===== config.mk =====
export PLATFORM = sky130hd
export DESIGN_NAME = rv32_mod_decode_stage
export DESIGN_NICKNAME = d
export VERILOG_FILES = /design/src/rtl/rv32_mod_decode_stage.sv
export SDC_FILE = /design/constraint.sdc
export NUM_CORES = 1
export LEC_CHECK = 0
export CORE_ASPECT_RATIO = 0.7
export CORE_MARGIN = 8
export CORE_UTILIZATION = 45
export CTS_CLUSTER_DIAMETER = 60
export CTS_CLUSTER_SIZE = 28
export DETAILED_ROUTE_END_ITERATION = 16
export HOLD_SLACK_MARGIN = 0.15
export PLACE_DENSITY_LB_ADDON = 0.08
export SLEW_MARGIN = 20
export SYNTH_ARGS = -nofsm -noshare
export SYNTH_HDL_FRONTEND = slang
export SYNTH_SLANG_ARGS = --single-unit

===== constraint.sdc =====
create_clock -name clk -period 5.12 [get_ports clk]
set_clock_uncertainty 0.05 [all_clocks]
set_input_delay 1.024 -clock clk [delete_from_list [all_inputs] [get_ports clk]]
set_output_delay 1.024 -clock clk [all_outputs]
set_load 0.05 [all_outputs]

===== src/rtl/rv32_mod_decode_stage.sv =====
// Instruction-decode stage: a parcel-alignment buffer that re-aligns 16/32-bit RV32
// instructions out of 32-bit fetch words, feeding a registered decoder with valid/ready output.
module rv32_mod_decode_stage #(
  parameter int          PARCEL_DEPTH = 4,
  parameter bit          ENABLE_C     = 1'b1,
  parameter logic [31:0] RESET_PC     = 32'h0000_0000
) (
  input  logic        clk,
  input  logic        rst_n,
  input  logic        fetch_valid,
  output logic        fetch_ready,
  input  logic [31:0] fetch_word,
  input  logic        flush,
  input  logic [31:0] flush_pc,
  output logic        out_valid,
  input  logic        out_ready,
  output logic [31:0] out_pc,
  output logic [31:0] out_instruction,
  output logic [4:0]  rf_read0_index,
  output logic [4:0]  rf_read1_index,
  output logic [4:0]  rf_write0_index,
  output logic [5:0]  instruction_format,
  output logic [5:0]  func,
  output logic        is_mem_or_io,
  output logic        is_compressed,
  output logic        is_illegal
);
  localparam int CW = $clog2(PARCEL_DEPTH + 1);

  logic [15:0]   parcel_reg  [PARCEL_DEPTH];
  logic [15:0]   parcel_next [PARCEL_DEPTH];
  logic [CW-1:0] count_reg;
  logic [CW-1:0] count_next;
  logic [CW-1:0] keep;
  logic [31:0]   pc_reg;
  logic          drop_reg;

  logic        head_is16;
  logic        avail;
  logic        accept;
  logic        load;
  logic [1:0]  pop_n;
  logic [1:0]  push_n;
  logic [15:0] push_lo;
  logic [15:0] push_hi;

  assign head_is16   = parcel_reg[0][1:0] != 2'b11;
  assign avail       = (count_reg != '0) && (head_is16 || count_reg >= CW'(2));
  assign fetch_ready = (count_reg <= CW'(PARCEL_DEPTH - 2)) && !flush;
  assign accept      = fetch_valid && fetch_ready;
  assign load        = avail && (!out_valid || out_ready);
  assign pop_n       = !load ? 2'd0 : (head_is16 ? 2'd1 : 2'd2);
  assign push_n      = !accept ? 2'd0 : (drop_reg ? 2'd1 : 2'd2);
  // After a redirect to an odd-parcel PC the low half of the first word is skipped.
  assign push_lo     = drop_reg ? fetch_word[31:16] : fetch_word[15:0];
  assign push_hi     = fetch_word[31:16];
  assign keep        = count_reg - CW'(pop_n);
  assign count_next  = keep + CW'(push_n);

  // Slot 0 is always the head: surviving parcels shift down, new parcels land after them.
  for (genvar gi = 0; gi < PARCEL_DEPTH; gi++) begin : g_slot
    logic [15:0] nxt1;
    logic [15:0] nxt2;
    logic [15:0] shifted;
    if (gi + 1 < PARCEL_DEPTH) begin : g_n1
      assign nxt1 = parcel_reg[gi+1];
    end else begin : g_z1
      assign nxt1 = '0;
    end
    if (gi + 2 < PARCEL_DEPTH) begin : g_n2
      assign nxt2 = parcel_reg[gi+2];
    end else begin : g_z2
      assign nxt2 = '0;
    end
    assign shifted = (pop_n == 2'd2) ? nxt2 : ((pop_n == 2'd1) ? nxt1 : parcel_reg[gi]);
    assign parcel_next[gi] =
        (CW'(gi) < keep)                                     ? shifted :
        (CW'(gi) == keep && push_n != 2'd0)                  ? push_lo :
        (CW'(gi) == keep + CW'(1) && push_n == 2'd2)         ? push_hi :
                                                               parcel_reg[gi];
  end

  logic [31:0] instr;
  logic [4:0]  opcode;
  logic [2:0]  funct3;
  logic        f_r, f_i, f_s, f_b, f_u, f_j, opc_mem, opc_ill;
  logic [4:0]  d_r0, d_r1, d_w0;
  logic [5:0]  d_fmt, d_func;
  logic        d_mem, d_ill;

  assign instr  = head_is16 ? {16'h0000, parcel_reg[0]} : {parcel_reg[1], parcel_reg[0]};
  assign opcode = instr[6:2];
  assign funct3 = instr[14:12];

  always_comb begin
    f_r = 1'b0; f_i = 1'b0; f_s = 1'b0; f_b = 1'b0; f_u = 1'b0; f_j = 1'b0;
    opc_mem = 1'b0;
    opc_ill = 1'b0;
    case (opcode)
      5'b00100, 5'b00110, 5'b11001, 5'b11100: f_i = 1'b1;
      5'b00000: begin f_i = 1'b1; opc_mem = 1'b1; end
      5'b01101, 5'b00101: f_u = 1'b1;
      5'b11011: begin f_u = 1'b1; f_j = 1'b1; end
      5'b01100: f_r = 1'b1;
      5'b11000: begin f_s = 1'b1; f_b = 1'b1; end
      5'b01000: begin f_s = 1'b1; opc_mem = 1'b1; end
      5'b00011: ;
      default:  opc_ill = 1'b1;
    endcase
  end

  always_comb begin
    d_r0   = '0;
    d_r1   = '0;
    d_w0   = '0;
    d_fmt  = '0;
    d_func = '0;
    d_mem  = 1'b0;
    d_ill  = 1'b0;
    if (head_is16) begin
      d_ill = !ENABLE_C || (parcel_reg[0] == 16'h0000);
    end else begin
      d_r0   = f_u ? 5'd0 : instr[19:15];
      d_r1   = (f_u || f_i) ? 5'd0 : instr[24:20];
      d_w0   = f_s ? 5'd0 : instr[11:7];
      d_fmt  = {f_r, f_i, f_s, f_b, f_u, f_j};
      d_func = {opcode == 5'b11001, opcode == 5'b01101,
                instr[30] && (!f_i || funct3 == 3'b101), funct3};
      d_mem  = opc_mem;
      d_ill  = opc_ill;
    end
  end

  always_ff @(posedge clk) begin
    if (!rst_n) begin
      count_reg          <= '0;
      pc_reg             <= RESET_PC;
      drop_reg           <= 1'b0;
      out_valid          <= 1'b0;
      out_pc             <= '0;
      out_instruction    <= '0;
      rf_read0_index     <= '0;
      rf_read1_index     <= '0;
      rf_write0_index    <= '0;
      instruction_format <= '0;
      func               <= '0;
      is_mem_or_io       <= 1'b0;
      is_compressed      <= 1'b0;
      is_illegal         <= 1'b0;
    end else if (flush) begin
      count_reg <= '0;
      pc_reg    <= flush_pc & ~32'h1;
      drop_reg  <= flush_pc[1];
      out_valid <= 1'b0;
    end else begin
      count_reg <= count_next;
      if (accept) drop_reg <= 1'b0;
      if (load) begin
        out_valid          <= 1'b1;
        out_pc             <= pc_reg;
        out_instruction    <= instr;
        rf_read0_index     <= d_r0;
        rf_read1_index     <= d_r1;
        rf_write0_index    <= d_w0;
        instruction_format <= d_fmt;
        func               <= d_func;
        is_mem_or_io       <= d_mem;
        is_compressed      <= head_is16;
        is_illegal         <= d_ill;
        pc_reg             <= pc_reg + (head_is16 ? 32'd2 : 32'd4);
      end else if (out_ready) begin
        out_valid <= 1'b0;
      end
    end
  end

  // Parcel data needs no reset: count_reg alone defines which slots are live.
  always_ff @(posedge clk) begin
    parcel_reg <= parcel_next;
  end
endmodule


# Word level (Yosys, flattened, before mapping)
# Cells that the tools add are included.
# Widths: inputs -> output; s select.
[totals]
ff_bits = 195
input_bits = 69
output_inout_bits = 96
elab_cells = 152
[op_classes]
addsub = 4
n_lt_le_gt_ge = 6
n_eq_ne = 26
mux = 51
bitwise_logic = 2
n_reduce_logical = 44
[ops]
columns = ["cell", "n"]
rows = [
  ["$mux 16", 21],
  ["$mux 32", 3],
  ["$add 32x3->32", 1],
  ["$mux 5", 6],
  ["$eq 5x5->1 const B", 4],
  ["$logic_not 16->1", 1],
  ["$eq 5x3->1 const B", 3],
  ["$eq 5x4->1 const B", 3],
  ["$reduce_bool 3->1", 5],
  ["$mux 1", 14],
  ["$logic_and 1x1->1", 13],
  ["$eq 2x3->1 const A", 4],
  ["$mux 6", 2],
  ["$ne 3x3->1 const B", 4],
  ["$reduce_or 12->1", 1],
  ["$reduce_and 2->1", 5],
  ["$mux 2", 4],
  ["$reduce_bool 2->1", 4],
  ["$eq 1x3->1 const A", 2],
  ["$logic_not 3->1", 2],
  ["$lt 1x3->1 const A", 2],
  ["$lt 2x3->1 const A", 2],
  ["$reduce_or 2->1", 3],
  ["$eq 5x2->1 const B", 1],
  ["16 further kinds", 23],
]

# Depth between registers and ports, before layout
# Gate-level depths: netlist (run 1).
[depth]
word_depth = 12
depth_mapped = 14
mapped_depth_nobuf = 12

# Worst setup path before layout (run 1)
# No wires, ideal clock.
[synth_path]
path_type = "input -> register"
start = "input port out_ready"
end = "register parcel_reg[48] in the netlist's numbering (enable)"
setup_ns = 0.411
t_arrival_ns = 4.574
required_time_ns = 4.659
path_slack_ns = 0.085
cell_stages = 13
n_path_buf = 2
path_cell_list = "nor2b_1 a21o_1 clkbuf_1 nor2_1 ha_1 inv_1 fa_1 xor2_1 inv_1 nor2_1 nand2_1 clkbuf_1 o21ai_0"
[synth_between]
elab_chain_len = 9
elab_cells_between_ends = 15
classes_between = "2 x add/sub; 1 x order compare; 3 x eq/ne; 1 x mux; 8 x reduce/logical"
[synth_lines]
columns = ["element", "line", "rtl"]
rows = [
  ["start, declared", "16", "input logic out_ready,"],
  ["$logic_or 1x1->1 (*)", "51", "assign load = avail && (!out_valid || out_ready);"],
  ["$logic_and 1x1->1 (*)", "51", ""],
  ["$mux 2 (*)", "52", "assign pop_n = !load ? 2'd0 : (head_is16 ? 2'd1 : 2'd2);"],
  ["$sub 3x2->3 (*)", "57", "assign keep = count_reg - CW'(pop_n);"],
  ["named net keep[2]", "34", "logic [CW-1:0] keep;"],
  ["$add 3x1->3", "79", "(CW'(gi) == keep + CW'(1) && push_n == 2'd2) ? push_hi :"],
  ["$logic_not 3->1", "79", ""],
  ["$logic_and 1x1->1", "79", ""],
  ["$reduce_bool 3->1 (no line)", "n/a", ""],
  ["$reduce_and 2->1 (no line) (*)", "n/a", ""],
  ["end signal, assigned", "179", "parcel_reg <= parcel_next;"],
  ["end, declared", "30", "logic [15:0] parcel_reg [PARCEL_DEPTH];"],
]
# The timed path passes the listed nets; every way through them passes the cells marked *.
# A chain may end at the register's enable or synchronous reset.

==> summary.txt, run 1 <==
Status: finished, final reports clean
Ant diodes: 0
Vias in the first global route: 7268
Routed Antenna Nets: 0
Fmax: 218.4 MHz
Drt total wl: 26680 µm
Yosys top cell area share: 0.2779
First-pass GRT wire length: 42120 µm
Max cap viols: 0
H-tree level count: 4
CTS Hold Bufs: 0
First-pass DRT Iterations: 5
Vias: 7578
Clock buffer depth: 2
Root Driver: clkbuf_16
RSZ-0062 raised after global routing: no
Final Max Tran Viols: 0
Syn Nets: 1050
Core Footprint: 20480 µm²
Vias per inst: 5.440
Post-synth EDFFs: 64
Yosys reg bits: 193
Leakage power: 0.004044 µW
Initial Util: 0.4538
DRC: 0
Final Cycle Share: 0.8942
Worst EP required: 5250 ps
Post-CTS Resized: 0
Rows: 44
Final Hold Fails: 0
Tmin final: 4578 ps
Avg WL per Cell: 19.16 µm
CTS buffer count: 17
Filler cells: 1840
Setup-failing EPs final: 0
Share of post-route cells with drive strength above 1: 0.09758
Total I/O pin count: 165
Number of distinct library cells after synthesis: 65
Die Y-Extent: 136.2 µm
Post-synth top flop: dfxtp_1
Critical path class: in -> reg
PD cells: 684.2 nW/µm²
Register area share after synthesis: 0.4847
Largest net degree at the start of global routing: 91
Startpoint types: input pin
Remaining global-route overflow: 0
Worst slew margin: 0.2623
Synth area leaders: dfxtp_1 (28%), edfxtp_1 (21%), nand2_1 (7.1%), a21boi_0 (4.7%), mux2_2 (3.9%)
# clock sinks: 193
Total power: 8033 µW
Die Area: 25580 µm²
Post-synth ARST share: 0
Iter 0 DRT Violations: 672
Mapped Area: 9294 µm²
Most frequent cells after synthesis: nand2_1 (175), dfxtp_1 (129), o21ai_0 (67)
Worst-Skew Late Latency: 440 ps
Measured slew at the worst slew-check pin: 1101 ps
GRT Overall Usage: 0.2079
CTS tree: done
Min Hold Slack: 412.4 ps
Clk slew on worst S/H paths: 70 ps
Syn Area/Cell: 9.552 µm²
Hold crit path type: reg -> reg
Port bufs: 162
Peak VDD IR: 0.0006525 V
Layout Area Growth over Synthesis: 26.32%
Post-CTS Setup Bufs: 0
Post-Synthesis Cells: 973
CP max FO: 17
Die Wd: 187.8 µm
Ys Warns: 0
Top-count cell post-synth: nand2_1
CP endpoint kind: register
HPWL Detailed: 18970 µm
Final GP Congestion: 0.8375
Nets@finish: 1181
Initial antenna violation count: 0
Setup TNS: 0 ps
Cell taking the most area after synthesis: dfxtp_1
Arrival time at the worst endpoint: 4710 ps
[cells by family (layout without fill, tap and decap cells)]
group,Yosys count,after routing,synth area share
AO/OA/AOI/OAI,238,238,0.1726
XOR/XNOR,29,29,0.02733
adder cells (fa/ha/maj),8,8,0.01319
buffers and inverters,85,229,0.03999
flip-flops,193,193,0.4847
multiplexers,66,66,0.07553
other,1,1,0.0004035
AND/OR/NAND/NOR,353,353,0.1863
[metrics by stage]
step | cells | area, µm² | utilization | worst slack, ps
final | 1393 | 11740 | 0.5733 | 541.8
after global routing | 1393 | 11740 | 0.5733 | 302.7
after CTS | 1393 | 11740 | 0.5731 | 220.3
after detailed placement | 1361 | 11140 | 0.5441 | -196.6
after global placement | 1361 | 11140 | 0.5441 | -202.8
after floorplan | 973 | 9294 | - | 85.09
[where the power goes]
| part | switching (µW) | total (µW) | internal, µW |
|---|---|---|---|
| sequential | 380 | 2770 | 2390 |
| clock | 653 | 1350 | 700 |
| combinational | 2600 | 3910 | 1310 |
| total | 3630 | 8030 | 4400 |
[cell usage in the layout, fill, tap and decap left out, drive strengths merged, types with 23 or more instances in the layout]
cell type and instances:
a21boi 59, a21oi 44, a22oi 25, and3 27, buf 24, clkdlybuf4s50 161
dfxtp 129, edfxtp 64, mux2 33, mux2i 33, nand2 175, nand3 23
nor2 35, nor2b 30, o21ai 67, xor2 24
[worst paths after layout]
path / startpoint / to / slack, ps / cells after the start
setup / recovery: out_ready / g_slot[0].nxt2[13] / 540 / 13
hold / removal: out_pc[16] / out_pc[16] / 410 / 2
setup reg to reg: count_reg[2] / g_slot[0].nxt2[13] / 1130 / 12
hold reg to reg: out_pc[16] / out_pc[16] / 410 / 2
[layout make-up]
cell class,count,area [µm²],share of cell area
multi-input cells,695,4457,0.3796
well taps,276,345.3,0.02941
clock inverters,14,165.2,0.01407
inverters,12,47.55,0.004050
clock buffers,18,429.2,0.03656
flip-flops and latches,193,4504,0.3837
repair buffers,185,1792,0.1526
[per-layer routing]
metal / vias to the layer above / wire length [µm] / global-route usage
met2: 242 / 11180 / 0.3036
met1: 3585 / 13550 / 0.3073
met4: 0 / 95 / 0.03010
met5: - / 0 / 0
met3: 9 / 1850 / 0.05561
li1: 3742 / - / -
[worst max-delay path, cell delays in order]
cell and delay (ps):
clkdlybuf4s50_1 420, nor2b_1 590, a21o_1 160, nor2_1 50
ha_1 190, inv_1 60, fa_1 480, inv_1 160
nor2_1 90, nor2_2 540, nor2_1 320, buf_4 270
a221o_1 350
Note: power is estimated with default switching activity, not from simulation.
==> run 2, diff against run 1 <==
--- a/config.mk
+++ b/config.mk
@@ -11,6 +11,7 @@
 export CTS_CLUSTER_DIAMETER = 60
 export CTS_CLUSTER_SIZE = 28
 export DETAILED_ROUTE_END_ITERATION = 16
+export GPL_ROUTABILITY_DRIVEN = 0
 export HOLD_SLACK_MARGIN = 0.15
 export PLACE_DENSITY_LB_ADDON = 0.08
 export SLEW_MARGIN = 20
==> results of run 2 <==
No change in the layout: final DEF, timing and power equal those of run 1.
